==> src/rtl/cim_pkg.sv <==
// Shared definitions for the CIM row sequencer: command/state encodings, array
// geometry and the row-selection helper.
package cim_pkg;

    localparam int ROWS  = 4;
    localparam int ACC_W = 3;

    typedef enum logic [1:0] {
        OP_WRITE = 2'd0,
        OP_CAM   = 2'd1,
        OP_MAC   = 2'd2,
        OP_NOP   = 2'd3
    } op_e;

    typedef enum logic [1:0] {
        IDLE  = 2'd0,
        ISSUE = 2'd1,
        WAIT  = 2'd2,
        RESP  = 2'd3
    } state_e;

    typedef struct packed {
        logic       found;
        logic [1:0] row;
    } row_sel_t;

    // Lowest set bit of mask at or above start; rows are always walked upward.
    function automatic row_sel_t first_row_from(input logic [ROWS-1:0] mask,
                                                input logic [2:0]      start);
        row_sel_t sel;
        sel.found = 1'b0;
        sel.row   = 2'd0;
        for (int i = ROWS - 1; i >= 0; i--) begin
            if (mask[i] && (3'(i) >= start)) begin
                sel.found = 1'b1;
                sel.row   = 2'(i);
            end
        end
        return sel;
    endfunction

endpackage

==> src/rtl/cim_row_sequencer_if.sv <==
// Command/response handshake bundle between a command source and the sequencer.
interface cim_row_sequencer_if #(
    parameter int COLS = 4
) ();

    logic                          cmd_valid;
    logic                          cmd_ready;
    logic [1:0]                    cmd_op;
    logic [1:0]                    cmd_addr;
    logic [3:0]                    cmd_data;
    logic                          cmd_inv;
    logic                          rsp_valid;
    logic                          rsp_ready;
    logic [COLS*cim_pkg::ACC_W-1:0] rsp_data;

    modport master (
        output cmd_valid, cmd_op, cmd_addr, cmd_data, cmd_inv, rsp_ready,
        input  cmd_ready, rsp_valid, rsp_data
    );

    modport slave (
        input  cmd_valid, cmd_op, cmd_addr, cmd_data, cmd_inv, rsp_ready,
        output cmd_ready, rsp_valid, rsp_data
    );

endinterface

==> src/rtl/cim_col_accum.sv <==
// Per-column MAC counters: cleared per command, incremented by one sense bit
// per visited row. sum_bus is the running total including the current bits.
module cim_col_accum
    import cim_pkg::*;
#(
    parameter int COLS = 4
) (
    input  logic                  clk,
    input  logic                  rst,
    input  logic                  clr,
    input  logic                  add_en,
    input  logic [COLS-1:0]       add_bits,
    output logic [COLS*ACC_W-1:0] sum_bus
);

    logic [ACC_W-1:0] acc_q [COLS];
    logic [ACC_W-1:0] acc_d [COLS];
    logic [ACC_W-1:0] sum_s [COLS];

    // Per-column sum and next counter value.
    always_comb begin
        sum_bus = '0;
        for (int c = 0; c < COLS; c++) begin
            sum_s[c] = acc_q[c] + ACC_W'(add_bits[c]);
            sum_bus[c*ACC_W +: ACC_W] = sum_s[c];
            if (clr) begin
                acc_d[c] = '0;
            end else if (add_en) begin
                acc_d[c] = sum_s[c];
            end else begin
                acc_d[c] = acc_q[c];
            end
        end
    end

    // Counter registers.
    always_ff @(posedge clk) begin
        if (rst) begin
            for (int c = 0; c < COLS; c++) begin
                acc_q[c] <= '0;
            end
        end else begin
            for (int c = 0; c < COLS; c++) begin
                acc_q[c] <= acc_d[c];
            end
        end
    end

endmodule

==> src/rtl/cim_row_sequencer.sv <==
// Sequences WRITE / CAM / MAC commands onto the CIM row decoder pins, waits for
// the array to settle, samples the sense amps and returns one response each.
module cim_row_sequencer
    import cim_pkg::*;
#(
    parameter int COLS      = 4,
    parameter int SETTLE    = 2,
    parameter int WR_CYCLES = 2
) (
    input  logic               clk,
    input  logic               rst,
    cim_row_sequencer_if.slave bus,
    input  logic [COLS-1:0]    sa_out,
    output logic               cs,
    output logic               MAC_en,
    output logic               read_bar,
    output logic               w_en,
    output logic [1:0]         addr,
    output logic [3:0]         data,
    output logic               col_wr_en
);

    localparam int RSP_W    = COLS * ACC_W;
    localparam int MAX_HOLD = (SETTLE > WR_CYCLES) ? SETTLE : WR_CYCLES;
    localparam int CNT_W    = $clog2(MAX_HOLD + 1);

    state_e             state_q, state_d;
    op_e                op_q, op_d;
    logic [1:0]         cmd_addr_q, cmd_addr_d;
    logic [3:0]         cmd_data_q, cmd_data_d;
    logic               inv_q, inv_d;
    logic [1:0]         row_q, row_d;
    logic [CNT_W-1:0]   cnt_q, cnt_d;

    logic               cmd_ready_q, cmd_ready_d;
    logic               rsp_valid_q, rsp_valid_d;
    logic [RSP_W-1:0]   rsp_data_q, rsp_data_d;
    logic               cs_q, cs_d;
    logic               mac_en_q, mac_en_d;
    logic               read_bar_q, read_bar_d;
    logic               w_en_q, w_en_d;
    logic [1:0]         addr_q, addr_d;
    logic [3:0]         data_q, data_d;
    logic               col_wr_en_q, col_wr_en_d;

    logic               acc_clr_s;
    logic               acc_add_s;
    logic [RSP_W-1:0]   acc_sum_s;
    logic               drive_s;
    row_sel_t           first_sel_s;
    row_sel_t           next_sel_s;

    cim_col_accum #(
        .COLS (COLS)
    ) u_accum (
        .clk      (clk),
        .rst      (rst),
        .clr      (acc_clr_s),
        .add_en   (acc_add_s),
        .add_bits (sa_out),
        .sum_bus  (acc_sum_s)
    );

    // Command FSM: acceptance, issue/settle timing, row walk and response capture.
    always_comb begin
        state_d     = state_q;
        op_d        = op_q;
        cmd_addr_d  = cmd_addr_q;
        cmd_data_d  = cmd_data_q;
        inv_d       = inv_q;
        row_d       = row_q;
        cnt_d       = cnt_q;
        rsp_data_d  = rsp_data_q;
        acc_clr_s   = 1'b0;
        acc_add_s   = 1'b0;
        first_sel_s = first_row_from(bus.cmd_data, 3'd0);
        next_sel_s  = first_row_from(cmd_data_q, {1'b0, row_q} + 3'd1);

        case (state_q)
            IDLE: begin
                if (bus.cmd_valid && cmd_ready_q) begin
                    op_d       = op_e'(bus.cmd_op);
                    cmd_addr_d = bus.cmd_addr;
                    cmd_data_d = bus.cmd_data;
                    inv_d      = bus.cmd_inv;
                    acc_clr_s  = 1'b1;
                    rsp_data_d = '0;
                    case (op_e'(bus.cmd_op))
                        OP_WRITE: state_d = ISSUE;
                        OP_CAM:   state_d = ISSUE;
                        OP_MAC: begin
                            if (first_sel_s.found) begin
                                state_d = ISSUE;
                                row_d   = first_sel_s.row;
                            end else begin
                                state_d = RESP;
                            end
                        end
                        default:  state_d = RESP;
                    endcase
                end else begin
                    state_d = IDLE;
                end
            end
            ISSUE: begin
                state_d = WAIT;
                if (op_q == OP_WRITE) begin
                    cnt_d = CNT_W'(WR_CYCLES - 1);
                end else begin
                    cnt_d = CNT_W'(SETTLE - 1);
                end
            end
            WAIT: begin
                if (cnt_q == '0) begin
                    case (op_q)
                        OP_WRITE: state_d = RESP;
                        OP_CAM: begin
                            rsp_data_d = RSP_W'(sa_out);
                            state_d    = RESP;
                        end
                        OP_MAC: begin
                            acc_add_s = 1'b1;
                            // Go straight back to ISSUE so MAC_en never drops between rows.
                            if (next_sel_s.found) begin
                                row_d   = next_sel_s.row;
                                state_d = ISSUE;
                            end else begin
                                rsp_data_d = acc_sum_s;
                                state_d    = RESP;
                            end
                        end
                        default:  state_d = RESP;
                    endcase
                end else begin
                    cnt_d = cnt_q - CNT_W'(1);
                end
            end
            RESP: begin
                if (bus.rsp_ready) begin
                    state_d = IDLE;
                end else begin
                    state_d = RESP;
                end
            end
            default: state_d = IDLE;
        endcase
    end

    // Output values for the next cycle, derived from the next state so pins are registered.
    always_comb begin
        drive_s     = (state_d == ISSUE) || (state_d == WAIT);
        cmd_ready_d = (state_d == IDLE);
        rsp_valid_d = (state_d == RESP);
        cs_d        = drive_s;
        mac_en_d    = 1'b0;
        read_bar_d  = 1'b0;
        w_en_d      = 1'b0;
        col_wr_en_d = 1'b0;
        addr_d      = 2'd0;
        data_d      = 4'd0;
        if (drive_s) begin
            case (op_d)
                OP_WRITE: begin
                    w_en_d      = 1'b1;
                    col_wr_en_d = 1'b1;
                    addr_d      = cmd_addr_d;
                end
                OP_CAM: begin
                    data_d = cmd_data_d;
                end
                OP_MAC: begin
                    mac_en_d   = 1'b1;
                    read_bar_d = inv_d;
                    addr_d     = row_d;
                end
                default: begin
                    cs_d = 1'b0;
                end
            endcase
        end else begin
            cs_d = 1'b0;
        end
    end

    // State, command latches and registered outputs.
    always_ff @(posedge clk) begin
        if (rst) begin
            state_q     <= IDLE;
            op_q        <= OP_NOP;
            cmd_addr_q  <= 2'd0;
            cmd_data_q  <= 4'd0;
            inv_q       <= 1'b0;
            row_q       <= 2'd0;
            cnt_q       <= '0;
            cmd_ready_q <= 1'b1;
            rsp_valid_q <= 1'b0;
            rsp_data_q  <= '0;
            cs_q        <= 1'b0;
            mac_en_q    <= 1'b0;
            read_bar_q  <= 1'b0;
            w_en_q      <= 1'b0;
            addr_q      <= 2'd0;
            data_q      <= 4'd0;
            col_wr_en_q <= 1'b0;
        end else begin
            state_q     <= state_d;
            op_q        <= op_d;
            cmd_addr_q  <= cmd_addr_d;
            cmd_data_q  <= cmd_data_d;
            inv_q       <= inv_d;
            row_q       <= row_d;
            cnt_q       <= cnt_d;
            cmd_ready_q <= cmd_ready_d;
            rsp_valid_q <= rsp_valid_d;
            rsp_data_q  <= rsp_data_d;
            cs_q        <= cs_d;
            mac_en_q    <= mac_en_d;
            read_bar_q  <= read_bar_d;
            w_en_q      <= w_en_d;
            addr_q      <= addr_d;
            data_q      <= data_d;
            col_wr_en_q <= col_wr_en_d;
        end
    end

    assign bus.cmd_ready = cmd_ready_q;
    assign bus.rsp_valid = rsp_valid_q;
    assign bus.rsp_data  = rsp_data_q;
    assign cs            = cs_q;
    assign MAC_en        = mac_en_q;
    assign read_bar      = read_bar_q;
    assign w_en          = w_en_q;
    assign addr          = addr_q;
    assign data          = data_q;
    assign col_wr_en     = col_wr_en_q;

endmodule
==> src/flat_wrapper.sv <==
// flat-port wrapper written by rule: the top's interface ports become plain ports
module cim_row_sequencer_flat import cim_pkg::*;
#(
    parameter int COLS      = 4,
    parameter int SETTLE    = 2,
    parameter int WR_CYCLES = 2
)
  (clk, rst, sa_out, cs, MAC_en, read_bar, w_en, addr, data, col_wr_en, bus_cmd_valid, bus_cmd_op, bus_cmd_addr, bus_cmd_data, bus_cmd_inv, bus_rsp_ready, bus_cmd_ready, bus_rsp_valid, bus_rsp_data);
  cim_row_sequencer_if #(.COLS(COLS)) bus_i ();
  input  logic clk;
  input  logic rst;
  input  logic [COLS-1:0] sa_out;
  output logic cs;
  output logic MAC_en;
  output logic read_bar;
  output logic w_en;
  output logic [1:0] addr;
  output logic [3:0] data;
  output logic col_wr_en;
  input wire logic [$bits(bus_i.cmd_valid)-1:0] bus_cmd_valid;
  input wire logic [$bits(bus_i.cmd_op)-1:0] bus_cmd_op;
  input wire logic [$bits(bus_i.cmd_addr)-1:0] bus_cmd_addr;
  input wire logic [$bits(bus_i.cmd_data)-1:0] bus_cmd_data;
  input wire logic [$bits(bus_i.cmd_inv)-1:0] bus_cmd_inv;
  input wire logic [$bits(bus_i.rsp_ready)-1:0] bus_rsp_ready;
  output wire logic [$bits(bus_i.cmd_ready)-1:0] bus_cmd_ready;
  output wire logic [$bits(bus_i.rsp_valid)-1:0] bus_rsp_valid;
  output wire logic [$bits(bus_i.rsp_data)-1:0] bus_rsp_data;
  assign bus_i.cmd_valid = bus_cmd_valid;
  assign bus_i.cmd_op = bus_cmd_op;
  assign bus_i.cmd_addr = bus_cmd_addr;
  assign bus_i.cmd_data = bus_cmd_data;
  assign bus_i.cmd_inv = bus_cmd_inv;
  assign bus_i.rsp_ready = bus_rsp_ready;
  assign bus_cmd_ready = bus_i.cmd_ready;
  assign bus_rsp_valid = bus_i.rsp_valid;
  assign bus_rsp_data = bus_i.rsp_data;
  cim_row_sequencer #(.COLS(COLS), .SETTLE(SETTLE), .WR_CYCLES(WR_CYCLES)) u_core (.clk(clk), .rst(rst), .bus(bus_i), .sa_out(sa_out), .cs(cs), .MAC_en(MAC_en), .read_bar(read_bar), .w_en(w_en), .addr(addr), .data(data), .col_wr_en(col_wr_en));
endmodule
==> config.mk <==
export PLATFORM = sky130hd
export DESIGN_NAME = cim_row_sequencer_flat
export DESIGN_NICKNAME = d
export VERILOG_FILES = /design/src/rtl/cim_pkg.sv /design/src/rtl/cim_row_sequencer_if.sv /design/src/rtl/cim_col_accum.sv /design/src/rtl/cim_row_sequencer.sv /design/src/flat_wrapper.sv
export SDC_FILE = /design/constraint.sdc
export NUM_CORES = 1
export LEC_CHECK = 0
export CAP_MARGIN = 20
export CELL_PAD_IN_SITES_DETAIL_PLACEMENT = 0
export CELL_PAD_IN_SITES_GLOBAL_PLACEMENT = 1
export CORE_ASPECT_RATIO = 0.8
export CORE_MARGIN = 3
export CORE_UTILIZATION = 40
export CTS_BUF_LIST = sky130_fd_sc_hd__clkbuf_4 sky130_fd_sc_hd__clkbuf_8
export DETAILED_ROUTE_END_ITERATION = 10
export PLACE_DENSITY = 0.88
export RECOVER_POWER = 25
export REMOVE_ABC_BUFFERS = 1
export SLEW_MARGIN = 20
export SYNTH_ARGS = -nofsm -noshare
export SYNTH_HDL_FRONTEND = slang
export SYNTH_SLANG_ARGS = --single-unit
==> constraint.sdc <==
create_clock -name clk -period 3.03 [get_ports clk]
set_clock_uncertainty 0.1 [all_clocks]
set_input_delay 0.606 -clock clk [delete_from_list [all_inputs] [get_ports clk]]
set_output_delay 0.606 -clock clk [all_outputs]
set_load 0.005 [all_outputs]
# --- After elaboration in Yosys (flattened, before gate mapping) ---
# Memories as Yosys holds them, arrays and structs flattened.
# Cells that the tools add are included.
totals:
  register_bits: 39
  mem_bits_rw: 12
  word_cells: 133
  n_memories: 1
mem_list:
  columns: ["name", "depth", "word_bits", "rd", "rd_clocked_by_memory_dff", "write_ports", "line", "text"]
  rows:
  - ["u_core.u_accum.acc_q", 4, 3, 4, 0, 4, "cim_col_accum.sv:16", "logic [ACC_W-1:0] acc_q [COLS];"]
classes:
  n_addsub: 6
  n_lt_le_gt_ge: 4
  n_eq_ne: 17
  mux: 62
  n_bitwise: 7
  reduce_logical: 20
op_table:
  columns: ["operator", "n"]
  rows:
  - ["$mux 3", 20]
  - ["$pmux 12 s2", 2]
  - ["$mux 12", 3]
  - ["$mux 2", 17]
  - ["$pmux 2 s2", 4]
  - ["$eq 2x2->1 const B", 7]
  - ["$mux 1", 13]
  - ["$add 3x1->3", 4]
  - ["$eq 2x1->1 const B", 5]
  - ["$logic_not 2->1", 5]
  - ["$reduce_or 3->1", 3]
  - ["$mux 4", 2]
  - ["$pmux 2 s4", 1]
  - ["$ge 1x3->1 const A", 2]
  - ["$ge 2x3->1 const A", 2]
  - ["$logic_and 1x1->1", 5]
  - ["$reduce_and 5->1", 1]
  - ["$ne 2x1->1 const B", 2]
  - ["$or 1x1->1", 4]
  - ["$reduce_bool 2->1", 2]
  - ["$reduce_or 2->1", 2]
  - ["$add 2x1->3 const B", 1]
  - ["$ne 3x2->1 const B", 1]
  - ["$ne 3x3->1 const B", 1]
  - ["other kinds (5)", 7]

# --- Depth between registers and ports, before layout ---
# Gate-level depths: netlist of the first run.
depth:
  ltp_word: 15
  mapped_depth: 11
  mapped_depth_nobuf: 11

# --- Modules after synthesis ---
# From an unflattened synthesis of the first run, not the netlist that was laid out.
hier_totals:
  cells_unflattened: 260
  area_unflattened_um2: 2437.3
modules_own_cells:
  columns: ["module", "n_inst", "cells_each", "area_each_um2"]
  rows:
  - ["cim_row_sequencer", 1, 204, 1780.5]
  - ["cim_col_accum", 1, 56, 656.9]

# --- Worst setup path after synthesis of the first run ---
# OpenSTA, ideal clock, no wires.
synth_path:
  path_kind: "in2reg"
  start: "input bus_cmd_data[1]"
  end: "register u_core.addr_q[0] (netlist: u_core.addr[0])"
  setup_time_ns: 0.116
  t_arrival_ns: 2.311
  slack_ns: 0.503
  stages: 9
  path_buffers: 0
  path_cell_list: "nor4_1 > o2111ai_1 > a221o_1 > inv_1 > ha_1 > nand2b_1 > nor4_1 > a22o_1 > a31o_2"
synth_via:
  elab_chain_cells: 10
  word_cells_on_any_way: 16
  classes_between: "2 x eq/ne; 11 x mux; 1 x bitwise; 2 x reduce/logical"
synth_lines:
  columns: ["element", "line", "text"]
  rows:
  - ["start: declaration", "flat_wrapper.sv:23", "input wire logic [$bits(bus_i.cmd_data)-1:0] bus_cmd_data;"]
  - ["$mux 3 * (2 in series)", "cim_pkg.sv:34", "if (mask[i] && (3'(i) >= start)) begin"]
  - ["$mux 2 *", "cim_row_sequencer.sv:92", "if (first_sel_s.found) begin"]
  - ["$pmux 2 s2 *", "cim_row_sequencer.sv:88", "case (op_e'(bus.cmd_op))"]
  - ["$mux 2 *", "cim_row_sequencer.sv:81", "if (bus.cmd_valid && cmd_ready_q) begin"]
  - ["$pmux 2 s4 *", "cim_row_sequencer.sv:79", "case (state_q)"]
  - ["via u_core.state_d[1]", "cim_row_sequencer.sv:27", "state_e state_q, state_d;"]
  - ["$eq 2x1->1 / $eq 2x2->1 (equally long branches)", "cim_row_sequencer.sv:151", "drive_s = (state_d == ISSUE) || (state_d == WAIT);"]
  - ["$logic_or 1x1->1 *", "cim_row_sequencer.sv:151", null]
  - ["$not 1->1 (no source line) *", null, null]
  - ["$reduce_or 2->1 (no source line) *", null, null]
  - ["end signal: assignment", "cim_row_sequencer.sv:220", "addr_q <= addr_d;"]
  - ["end: declaration", "cim_row_sequencer.sv:42", "logic [1:0] addr_q, addr_d;"]
# Mark *: on every way through the listed nets, which the timed path passes. The rest lies on a longest branch.
# A chain may end at the register's enable or synchronous reset.

# --- Worst setup path after layout of the first run ---
# Same ends and word-level chain as after synthesis.

==> metrics.json, run 1 <==
{
  "worstPathArrival": {"value": 2.96, "unit": "ns"},
  "path_buf_inv": {"value": 3},
  "ordered_list_of_cells_on_the_worst_path": {"value": "clkdlybuf4s50_1, nor4_2, buf_4, o2111ai_1, a221o_1, inv_1, ha_1, nand2b_4, nor4_2, a22o_1, a31o_2"},
  "final_setup_violation_count": {"value": 0},
  "timing.max_slew.rel_slack": {"value": 0.445},
  "cts_htree_levels": {"value": 2},
  "avgRoutedWirePerCell": {"value": 13.2, "unit": "µm"},
  "grtUsageTotal": {"value": 0.161},
  "dieArea": {"value": 0.00692, "unit": "mm²"},
  "antenna-diode-count": {"value": 0},
  "drtPass1Iterations": {"value": 4},
  "synth.lib_cells_used.distinct": {"value": 44},
  "average_vias_per_placed_instance": {"value": 4.92},
  "timing.critical_path.required": {"value": 3.13, "unit": "ns"},
  "crit_slowest_cell": {"value": "clkdlybuf4s50_1"},
  "clock_tree_from_tritoncts": {"value": "built"},
  "outcome": {"value": "finished, final reports clean"},
  "dieHeight": {"value": 75.0, "unit": "µm"},
  "layout_common_cells": {"value": "dfxtp_1 (51), nand2_1 (41), clkdlybuf4s50_1 (29)"},
  "initial_core_util": {"value": 0.424},
  "mappedNetlistArea": {"value": 0.00238, "unit": "mm²"},
  "report.final.slew_viol_count": {"value": 0},
  "wire_length_of_the_first_global_routing_pass": {"value": 8810, "unit": "µm"},
  "critical_path.most_common_cell": {"value": "nor4_2"},
  "startpoint_type": {"value": "primary input"},
  "hp-class": {"value": "register to register"},
  "synth-edff-count": {"value": 0},
  "cts_max_path_buffers": {"value": 2},
  "antenna_found_initial": {"value": 0},
  "synth_seq_area_share": {"value": 0.429},
  "total_number_of_yosys_warnings": {"value": 0},
  "ir_worst_vdd": {"value": 0.000223, "unit": "V"},
  "max_clock_freq": {"value": 350, "unit": "MHz"},
  "slowest_delay": {"value": 0.44, "unit": "ns"},
  "setup_repair_after_global_routing_missed_its_margin": {"value": "no"},
  "ioPinCount": {"value": 42},
  "finalNonFillerCells": {"value": 399},
  "average_cell_area_after_synthesis": {"value": 8.79, "unit": "µm²"},
  "yosys_register_bits": {"value": 51},
  "detail_route.drc_violations": {"value": 0},
  "cts-buffers-inserted": {"value": 5},
  "std_cell_rows": {"value": 24},
  "grt_overflow_total": {"value": 0},
  "first_global_vias": {"value": 1872},
  "mostFrequentLayoutCell": {"value": "dfxtp_1"},
  "detailedPlace.worstSlack": {"value": -0.160, "unit": "ns"},
  "detailroute.via_count": {"value": 1964},
  "clockRootBuffer": {"value": "clkbuf_8"},
  "final_min_period_over_clock_period": {"value": 0.942},
  "total_routed_wirelength": {"value": 5260, "unit": "µm"},
  "async_s_r_ff_share_synth": {"value": 0},
  "share_of_layout_cells_above_drive_strength_1": {"value": 0.115},
  "max_cap_violations": {"value": 0},
  "critical_path.top_delay_family": {"value": "compound AO/OA/AOI/OAI gates"},
  "whs": {"value": 0.367, "unit": "ns"},
  "die_width": {"value": 92.3, "unit": "µm"},
  "gp_congestion": {"value": 0.843},
  "cts_num_sinks": {"value": 51},
  "p_per_area": {"value": 556, "unit": "mW/mm²"},
  "drt_iter0_markers": {"value": 134},
  "io_buffer_count": {"value": 41},
  "hold_viol_final": {"value": 0},
  "final.setup.worst_slack": {"value": 0.177, "unit": "ns"},
  "finish.net_count": {"value": 348},
  "fin_crit": {"value": 2.85, "unit": "ns"},
  "crit_type": {"value": "primary input to register"},
  "clock_insertion_delay_worst_skew": {"value": 0.30, "unit": "ns"},
  "layout-area-overhead-vs-synth": {"value": 29.8, "unit": "%"},
  "route.antenna.remaining_nets": {"value": 0},
  "worstPathMaxFanout": {"value": 4},
  "syn_inst": {"value": 271},
  "largest_net_degree_at_the_start_of_global_routing": {"value": 38},
  "clkSlewWorstSetupHoldPaths": {"value": 0.09, "unit": "ns"},
  "timing_worst_slew_pin_value": {"value": 0.826, "unit": "ns"},
  "static-leakage-power": {"value": 1.32, "unit": "nW"},
  "endpoint_class_of_the_critical_path": {"value": "register"},
  "dominantRegCellSynth": {"value": "dfxtp_1"},
  "place_hpwl": {"value": 3850, "unit": "µm"},
  "holdBufCountCts": {"value": 0},
  "dpl.cell_count": {"value": 391},
  "core-area": {"value": 0.00562, "unit": "mm²"}
}
==> sequential cells by signal, indices dropped and copies added (netlist names) <==
name	count
u_core.cmd_data_q	4
u_core.inv_q	1
u_core.state_q	2
u_core.bus.cmd_ready	1
u_core.MAC_en	1
u_core.cnt_q	2
u_core.op_q	2
u_core.cs	1
u_core.row_q	2
u_core.read_bar	1
u_core.u_accum.acc_q	12
u_core.w_en	1
u_core.bus.rsp_data	12
u_core.data	4
u_core.addr	2
u_core.cmd_addr_q	2
u_core.bus.rsp_valid	1
==> layer usage <==
metal	global-route usage	routed length (µm)
met5	0	0
met4	0.0511	60
met3	0.0430	245
met2	0.256	2300
met1	0.216	2650
==> power by group <==
| part | internal (mW) | switching, mW | leakage [nW] |
|---|---|---|---|
| clock network | 0.267 | 0.216 | 0.0612 |
| registers | 0.721 | 0.0511 | 0.414 |
| logic | 0.223 | 0.239 | 0.845 |
==> Yosys cell counts, drive strengths merged, types with 3 or more instances <==
cell	number	area, µm²
a21oi	15	75.1
buf	7	43.8
clkbuf	8	31.3
dfxtp	51	1020
ha	11	138
inv	9	33.8
mux2	4	52.6
mux2i	16	160
nand2	41	154
nand2b	17	106
nand3	3	15.0
nand3b	5	37.5
nor2	25	93.8
nor2b	9	56.3
nor3	7	35.0
nor4	3	18.8
o21ai	3	15.0
or2	3	18.8
xor2	7	61.3
==> tightest hold or removal path, delay by kind of cell (launching register included) <==
family / cells / cell delay, ns
AOI/OAI and AO/OA: 1 / 0.05
DFF: 1 / 0.32
and+or+nand+nor: 1 / 0.05
==> kinds of logic (layout without fill, tap and decap cells) <==
family	Yosys count	after routing	share of synthesized area
buf+inv	24	74	0.0457
flops	51	51	0.429
simple gates	118	118	0.241
xor+xnor	8	8	0.0294
mux	20	20	0.0893
fa+ha+maj	11	11	0.0578
compound gates	39	39	0.108
==> through the flow <==
stage,utilization,TNS (ns),power [mW],cell area [µm²]
5_1_grt,0.551,0,1.81,3090
3_3_place_gp,0.525,-0.126,1.23,2950
6_report,0.551,0,1.72,3090
4_1_cts,0.546,0,1.73,3070
2_1_floorplan,-,0,1.04,2310
3_5_place_dp,0.525,-0.252,1.24,2950
==> final timing paths <==
| path | from | depth (start not counted) | endpoint | slack [ns] |
|---|---|---|---|---|
| worst max-delay path | bus_cmd_data[1] | 11 | u_core.addr[0] | 0.18 |
| worst min-delay path | u_core.u_accum.acc_q[0][1] | 2 | u_core.u_accum.acc_q[0][1] | 0.37 |
| worst max register to register | u_core.cnt_q[0] | 11 | u_core.addr[0] | 0.51 |
| worst min register to register | u_core.u_accum.acc_q[0][1] | 2 | u_core.u_accum.acc_q[0][1] | 0.37 |
==> layout make-up <==
class | count | area (µm²)
flip-flops and latches | 51 | 1020
fillers | 516 | 2520
clock inverters | 2 | 35.0
multi-input cells | 196 | 1280
well taps | 78 | 97.6
clock buffers | 6 | 82.6
repair buffers | 57 | 543
inverters | 9 | 33.8
==> repair_timing <==
action                                  CTS  global route
resized for setup                         0             4
endpoints found under the setup margin    0             2
setup buffers                             0             0
No activity file was read; power rests on OpenSTA's default activity.
==> run 2, diff against run 1 <==
CORE_UTILIZATION = 39   (was 40)
CTS_BUF_LIST = unset   (was sky130_fd_sc_hd__clkbuf_4 sky130_fd_sc_hd__clkbuf_8)
GPL_ROUTABILITY_DRIVEN = 1   (was unset)
PLACE_DENSITY = 0.87   (was 0.88)
==> run 2 against run 1 <==
Effect of this change:
- register-to-register slack worse by 0.06 ns
- first-iteration DRC count is 25% higher
- count of clock-buffer cells in the layout increased by 2
- non-clock buffer count grew 1
- wire length increased by 0.27%
- largest cell class unchanged
- highest routed layer unchanged
- global-route usage is 0.27 points lower
- critical path type unchanged
- utilization fell by 1.3 points
- sequential power barely moved
- fmax up 0.37%
- setup slack better by 0.011 ns
==> metrics.json, run 2 (synthesized netlist as in run 1, its figures left out) <==
{
  "outcome": {"value": "finished, final reports clean"},
  "wire_length_of_the_first_global_routing_pass": {"value": 9220, "unit": "µm"},
  "detail_route.drc_violations": {"value": 0},
  "largest_net_degree_at_the_start_of_global_routing": {"value": 21},
  "ioPinCount": {"value": 42},
  "hp-class": {"value": "register to register"},
  "final_setup_violation_count": {"value": 0},
  "max_clock_freq": {"value": 352, "unit": "MHz"},
  "place_hpwl": {"value": 3890, "unit": "µm"},
  "highest-signal-layer": {"value": "met4"},
  "final_min_period_over_clock_period": {"value": 0.938},
  "finish.net_count": {"value": 349},
  "antenna_found_initial": {"value": 0},
  "core-area": {"value": 0.00568, "unit": "mm²"},
  "std_cell_rows": {"value": 24},
  "dieHeight": {"value": 75.9, "unit": "µm"},
  "io_buffer_count": {"value": 41},
  "gp_congestion": {"value": 0.846},
  "p_per_area": {"value": 538, "unit": "mW/mm²"},
  "timing_worst_slew_pin_value": {"value": 0.862, "unit": "ns"},
  "register_area": {"value": 0.00102, "unit": "mm²"},
  "fillers": {"value": 512},
  "fin_crit": {"value": 2.84, "unit": "ns"},
  "timing.max_slew.rel_slack": {"value": 0.421},
  "finalInstanceArea": {"value": 0.00305, "unit": "mm²"},
  "ir_worst_vdd": {"value": 0.000251, "unit": "V"},
  "setup_repair_after_global_routing_missed_its_margin": {"value": "no"},
  "startpoint_type": {"value": "primary input"},
  "avgRoutedWirePerCell": {"value": 13.2, "unit": "µm"},
  "finalNonFillerCells": {"value": 400},
  "layout-area-overhead-vs-synth": {"value": 28.0, "unit": "%"},
  "clock_power_share": {"value": 0.258},
  "cts-buffers-inserted": {"value": 5},
  "hold_viol_final": {"value": 0},
  "clock_tree_from_tritoncts": {"value": "built"},
  "clkSlewWorstSetupHoldPaths": {"value": 0.08, "unit": "ns"},
  "crit_type": {"value": "primary input to register"},
  "place_area": {"value": 0.00294, "unit": "mm²"},
  "drtPass1Iterations": {"value": 4},
  "timing.critical_path.required": {"value": 3.13, "unit": "ns"},
  "max_cap_violations": {"value": 0},
  "endpoint_class_of_the_critical_path": {"value": "register"},
  "dieArea": {"value": 0.00709, "unit": "mm²"},
  "path_buf_inv": {"value": 3},
  "report.final.slew_viol_count": {"value": 0},
  "slowest_delay": {"value": 0.42, "unit": "ns"},
  "whs": {"value": 0.363, "unit": "ns"},
  "post_cts_resized": {"value": 0},
  "met1_length": {"value": 2720, "unit": "µm"},
  "grt_overflow_total": {"value": 0},
  "average_vias_per_placed_instance": {"value": 4.93},
  "cts_num_sinks": {"value": 51},
  "static-leakage-power": {"value": 1.31, "unit": "nW"},
  "detailroute.wirelength.met3": {"value": 196, "unit": "µm"},
  "share_of_layout_cells_above_drive_strength_1": {"value": 0.106},
  "power_switching": {"value": 0.497, "unit": "mW"},
  "cts_max_path_buffers": {"value": 2},
  "cts_post_setup_buffers_inserted": {"value": 0},
  "layout_common_cells": {"value": "dfxtp_1 (51), nand2_1 (41), clkdlybuf4s50_1 (28)"},
  "power_frac_seq": {"value": 0.470},
  "drt_iter0_markers": {"value": 168},
  "ordered_list_of_cells_on_the_worst_path": {"value": "clkdlybuf4s50_1, nor4_1, buf_4, o2111ai_1, a221o_1, inv_1, ha_1, nand2b_1, nor4_2, a22o_1, a31o_2"},
  "dpl.cell_count": {"value": 392},
  "clock_insertion_delay_worst_skew": {"value": 0.30, "unit": "ns"},
  "wl_met2": {"value": 2290, "unit": "µm"},
  "route.antenna.remaining_nets": {"value": 0},
  "internal-power": {"value": 1.14, "unit": "mW"},
  "total_area_of_multi_input_combinational_cells": {"value": 0.00126, "unit": "mm²"},
  "detailroute.via_count": {"value": 1970},
  "logic_pwr_share": {"value": 0.272},
  "antenna-diode-count": {"value": 0},
  "die_width": {"value": 93.4, "unit": "µm"},
  "worstPathArrival": {"value": 2.94, "unit": "ns"},
  "cts_htree_levels": {"value": 2},
  "initial_core_util": {"value": 0.420},
  "mostFrequentLayoutCell": {"value": "dfxtp_1"},
  "grtUsageTotal": {"value": 0.158},
  "clockRootBuffer": {"value": "clkbuf_8"},
  "holdBufCountCts": {"value": 0},
  "report.power.total": {"value": 1.64, "unit": "mW"},
  "crit_slowest_cell": {"value": "clkdlybuf4s50_1"},
  "power_switching_share": {"value": 0.303},
  "critical_path.top_delay_family": {"value": "compound AO/OA/AOI/OAI gates"},
  "first_global_vias": {"value": 1949},
  "total_routed_wirelength": {"value": 5280, "unit": "µm"},
  "worstPathMaxFanout": {"value": 3}
}
run 2: cell count changes in the layout (fill, tap and decap cells not counted), sizes merged:
| cell | before | now |
|---|---|---|
| buf | 16 | 17 |
| bufinv | 1 | 0 |
| clkbuf | 6 | 8 |
| clkdlybuf4s50 | 29 | 28 |
| clkinv | 1 | 0 |
| dlygate4sd3 | 12 | 13 |
run 2: worst paths after layout:
path,slack [ns],from,cells past startpoint,endpoint
min,0.36,u_core.u_accum.acc_q[0][0],2,u_core.u_accum.acc_q[0][0]
min reg2reg,0.36,u_core.u_accum.acc_q[0][0],2,u_core.u_accum.acc_q[0][0]
max reg2reg,0.45,u_core.state_q[1],10,u_core.addr[0]
max,0.19,bus_cmd_data[1],11,u_core.addr[0]
run 2: cell type report:
type	instances	area share
well taps	78	0.0320
repair buffers	58	0.176
clock buffers	8	0.0328
flip-flops and latches	51	0.335
multi-input cells	196	0.413
inverters	9	0.0111
run 2: metal layers:
| metal | GRT usage | up-vias |
|---|---|---|
| li1 | - | 1021 |
| met2 | 0.228 | 42 |
| met4 | 0.0498 | 0 |
| met3 | 0.0376 | 9 |
| met1 | 0.230 | 898 |
| met5 | 0 | - |
run 2: power groups by stage:
stage | logic, mW | registers, mW | clock network, mW
3_3_place_gp | 0.443 | 0.787 | 0
6_report | 0.446 | 0.772 | 0.424
4_1_cts | 0.450 | 0.772 | 0.438
3_5_place_dp | 0.446 | 0.787 | 0
5_1_grt | 0.495 | 0.781 | 0.465
2_1_floorplan | 0.265 | 0.774 | 0
run 2: worst min-delay path, cell delays in order (launching register included):
cell and delay (ns):
dfxtp_1 0.32, nand2_1 0.05, a21oi_1 0.05
run 2: metrics by stage:
| stage | utilization | setup WS, ns | TNS (ns) |
|---|---|---|---|
| after floorplan | - | 0.483 | 0 |
| after global placement | 0.519 | -0.0563 | -0.0563 |
| after detailed placement | 0.519 | -0.0719 | -0.0719 |
| after CTS | 0.536 | 0.214 | 0 |
| after global routing | 0.537 | 0.0123 | 0 |
| final | 0.537 | 0.187 | 0 |
==> run 3, diff against run 2 <==
GPL_ROUTABILITY_DRIVEN = 0   (was 1)
==> results of run 3 <==
The final DEF is identical to that of run 2; final timing and power are the same.
==> variant (flow settings as in run 3) <==
`WR_CYCLES` is set to 2 in 2 places; all go to 4.
--- a/src/rtl/cim_row_sequencer.sv
+++ b/src/rtl/cim_row_sequencer.sv
@@ -5,7 +5,7 @@
 #(
     parameter int COLS      = 4,
     parameter int SETTLE    = 2,
-    parameter int WR_CYCLES = 2
+    parameter int WR_CYCLES = 4
 ) (
     input  logic               clk,
     input  logic               rst,
--- a/src/flat_wrapper.sv
+++ b/src/flat_wrapper.sv
@@ -3,7 +3,7 @@
 #(
     parameter int COLS      = 4,
     parameter int SETTLE    = 2,
-    parameter int WR_CYCLES = 2
+    parameter int WR_CYCLES = 4
 )
   (clk, rst, sa_out, cs, MAC_en, read_bar, w_en, addr, data, col_wr_en, bus_cmd_valid, bus_cmd_op, bus_cmd_addr, bus_cmd_data, bus_cmd_inv, bus_rsp_ready, bus_cmd_ready, bus_rsp_valid, bus_rsp_data);
   cim_row_sequencer_if #(.COLS(COLS)) bus_i ();
Formal check against the unedited RTL: not equivalent (a bounded check fails within 10 cycles, from zero or initial values and one cycle with rst high).
==> variant against run 3 <==
  * Via count rose by 3.1%
  * Cell area barely moved
  * Register-to-register slack improved by 0.21 ns
  * Cell count rose by 2.5%
  * Sequential cell count rose by 1
  * Sequential power rose by 1%
  * Power rose by 0.83%
  * Core utilization fell by 3.2 points
  * Setup slack improved by 0.20 ns
  * Area after synthesis rose by 4.3%
  * Wire length rose by 2.8%
  * Largest power group unchanged
  * Highest routed layer unchanged
==> variant: results (changes against run 3) <==
[outcome]
outcome=finished, final reports clean  ; unchanged

[sta]
timing.hold.ws_ns=0.363  ; about the same
hold_viol=0  ; unchanged
max-slew-margin-rel=0.136  ; was 0.421

[placement]
io_buffer_count=41  ; unchanged
dpl_cell_area_um2=2960  ; was 2940 µm²
preCtsSetupSlack_ns=0.139  ; was -0.0719 ns
place_inst=402  ; was 392
dpl.hpwl_mm=4.02  ; was 3.89 mm

[synth]
ys_top_cells_by_area=dfxtp_1 (42%), nand2_1 (6.8%), ha_1 (6.0%)  ; was dfxtp_1 (43%), mux2i_1 (6.7%), nand2_1 (6.5%)
asyncSetResetFlopFracSynth=0  ; unchanged
synth_cell_types=44  ; unchanged
seq_area_frac_synth=0.419  ; was 0.429
avgSynthCellArea_um2=8.62  ; was 8.79 µm²
synth_common_cells=dfxtp_1 (52), nand2_1 (45), nor2_1 (38)  ; was dfxtp_1 (51), nand2_1 (41), nor2_1 (25)
ys.warnings.count=0  ; unchanged

[clock_tree]
cts_inserted_buffers=5  ; unchanged
cts_max_level=2  ; unchanged
cts_resized=0  ; unchanged
cts-root-buf=clkbuf_8  ; unchanged
path_clk_slew_ns=0.08  ; about the same
cts_buffer_depth=2  ; unchanged
cts_setup_buffers=0  ; unchanged
clk_latency_ns=0.30  ; about the same

[setup_path]
critical_path.slowest_cell=clkbuf_1  ; was clkdlybuf4s50_1
worst-path-max-fanout=32  ; was 3
r2r_cells=11  ; was 10
r2r-start=u_core.cnt_q[0]$_SDFFE_PP0P_  ; was u_core.state_q[1]$_SDFF_PP0_
r2r_end=u_core.addr[0]$_SDFF_PP0_  ; unchanged
critPathLaunch=rst  ; was bus_cmd_data[1]
max_stage_delay_ns=0.96  ; was 0.42 ns
reg2reg_setup_slack_ns=0.66  ; was 0.45 ns

[drt]
post_drt_wl_per_cell_um=13.2  ; about the same
first_pass_iters=4  ; unchanged
drtIter0Drc=54  ; was 168
vias=2031  ; was 1970

[hold_path]
holdCritStartpoint=u_core.cmd_addr_q[0]$_SDFF_PP0_  ; was u_core.u_accum.acc_q[0][0]$_SDFFE_PP0P_
whs_path_depth=2  ; unchanged
min_path_type=reg2reg  ; unchanged
whs_endpoint=u_core.cmd_addr_q[0]$_SDFF_PP0_  ; was u_core.u_accum.acc_q[0][0]$_SDFFE_PP0P_

[global_route]
grt_pass1_wl_mm=9.20  ; was 9.22 mm
grt_pass1_vias=1923  ; was 1949
grt_max_degree=33  ; was 21
track_usage=0.155  ; was 0.158
grt_antenna_before_repair=0  ; unchanged

[layout]
drive_gt1_frac=0.0669  ; was 0.106
diodes=0  ; unchanged
final-instance-count-excl-fill=410  ; was 400
fill_cells=582  ; was 512
nNetsFinal=357  ; was 349

[power_and_ir_drop]
p_leak_uw=0.00126  ; was 0.00131 µW
ir_drop_uv=250  ; was 251 µV

[variant: worst max-delay path: cells and delay by family]
family	cells	cell delay (ns)
buffers and inverters	2	1.46
and+or+nand+nor	1	0.34
AOI/OAI and AO/OA	2	0.29
[variant: logic make-up after synthesis]
kind of cell | after synthesis | share of synthesized area
and+or+nand+nor | 128 | 0.251
DFF | 52 | 0.419
AOI/OAI and AO/OA | 46 | 0.117
buffers and inverters | 23 | 0.0453
muxes | 19 | 0.0791
adders and majority gates | 12 | 0.0605
xor gates and xnor gates | 8 | 0.0282
[variant: how the worst max path moves through the flow]
stage | to | slack, ns | cells after the start
after detailed placement | u_core.addr[0]$_SDFF_PP0_ | 0.14 | 10
after global placement | u_core.addr[0]$_SDFF_PP0_ | 0.22 | 10
after floorplan | u_core.addr[0]$_SDFF_PP0_ | 0.63 | 9
after global routing | u_core.addr[0]$_SDFF_PP0_ | 0.20 | 5
final | u_core.addr[0]$_SDFF_PP0_ | 0.39 | 5
after CTS | u_core.addr[0]$_SDFF_PP0_ | 0.45 | 10
[variant: power breakdown]
group          internal [µW]  total, µW  switching [µW]
combinational            212        473             261
clock                    187        400             213
sequential               734        782            48.5
total                   1130       1660             523
[variant: cell type report]
cell class	count	area (µm²)	share of cell area
clock buffer	8	90.1	0.0296
inverter	9	33.8	0.0111
multi-input combinational	213	1330	0.436
sequential	52	1040	0.342
tap	81	101	0.0333
timing repair buffer	47	452	0.148
[variant: layer usage]
layer | global-route usage | up-vias | part of all wire
met5 | 0 | - | 0
met4 | 0.0447 | 0 | 0.011
met3 | 0.0320 | 6 | 0.034
met2 | 0.233 | 38 | 0.44
met1 | 0.224 | 933 | 0.52
li1 | - | 1054 | -
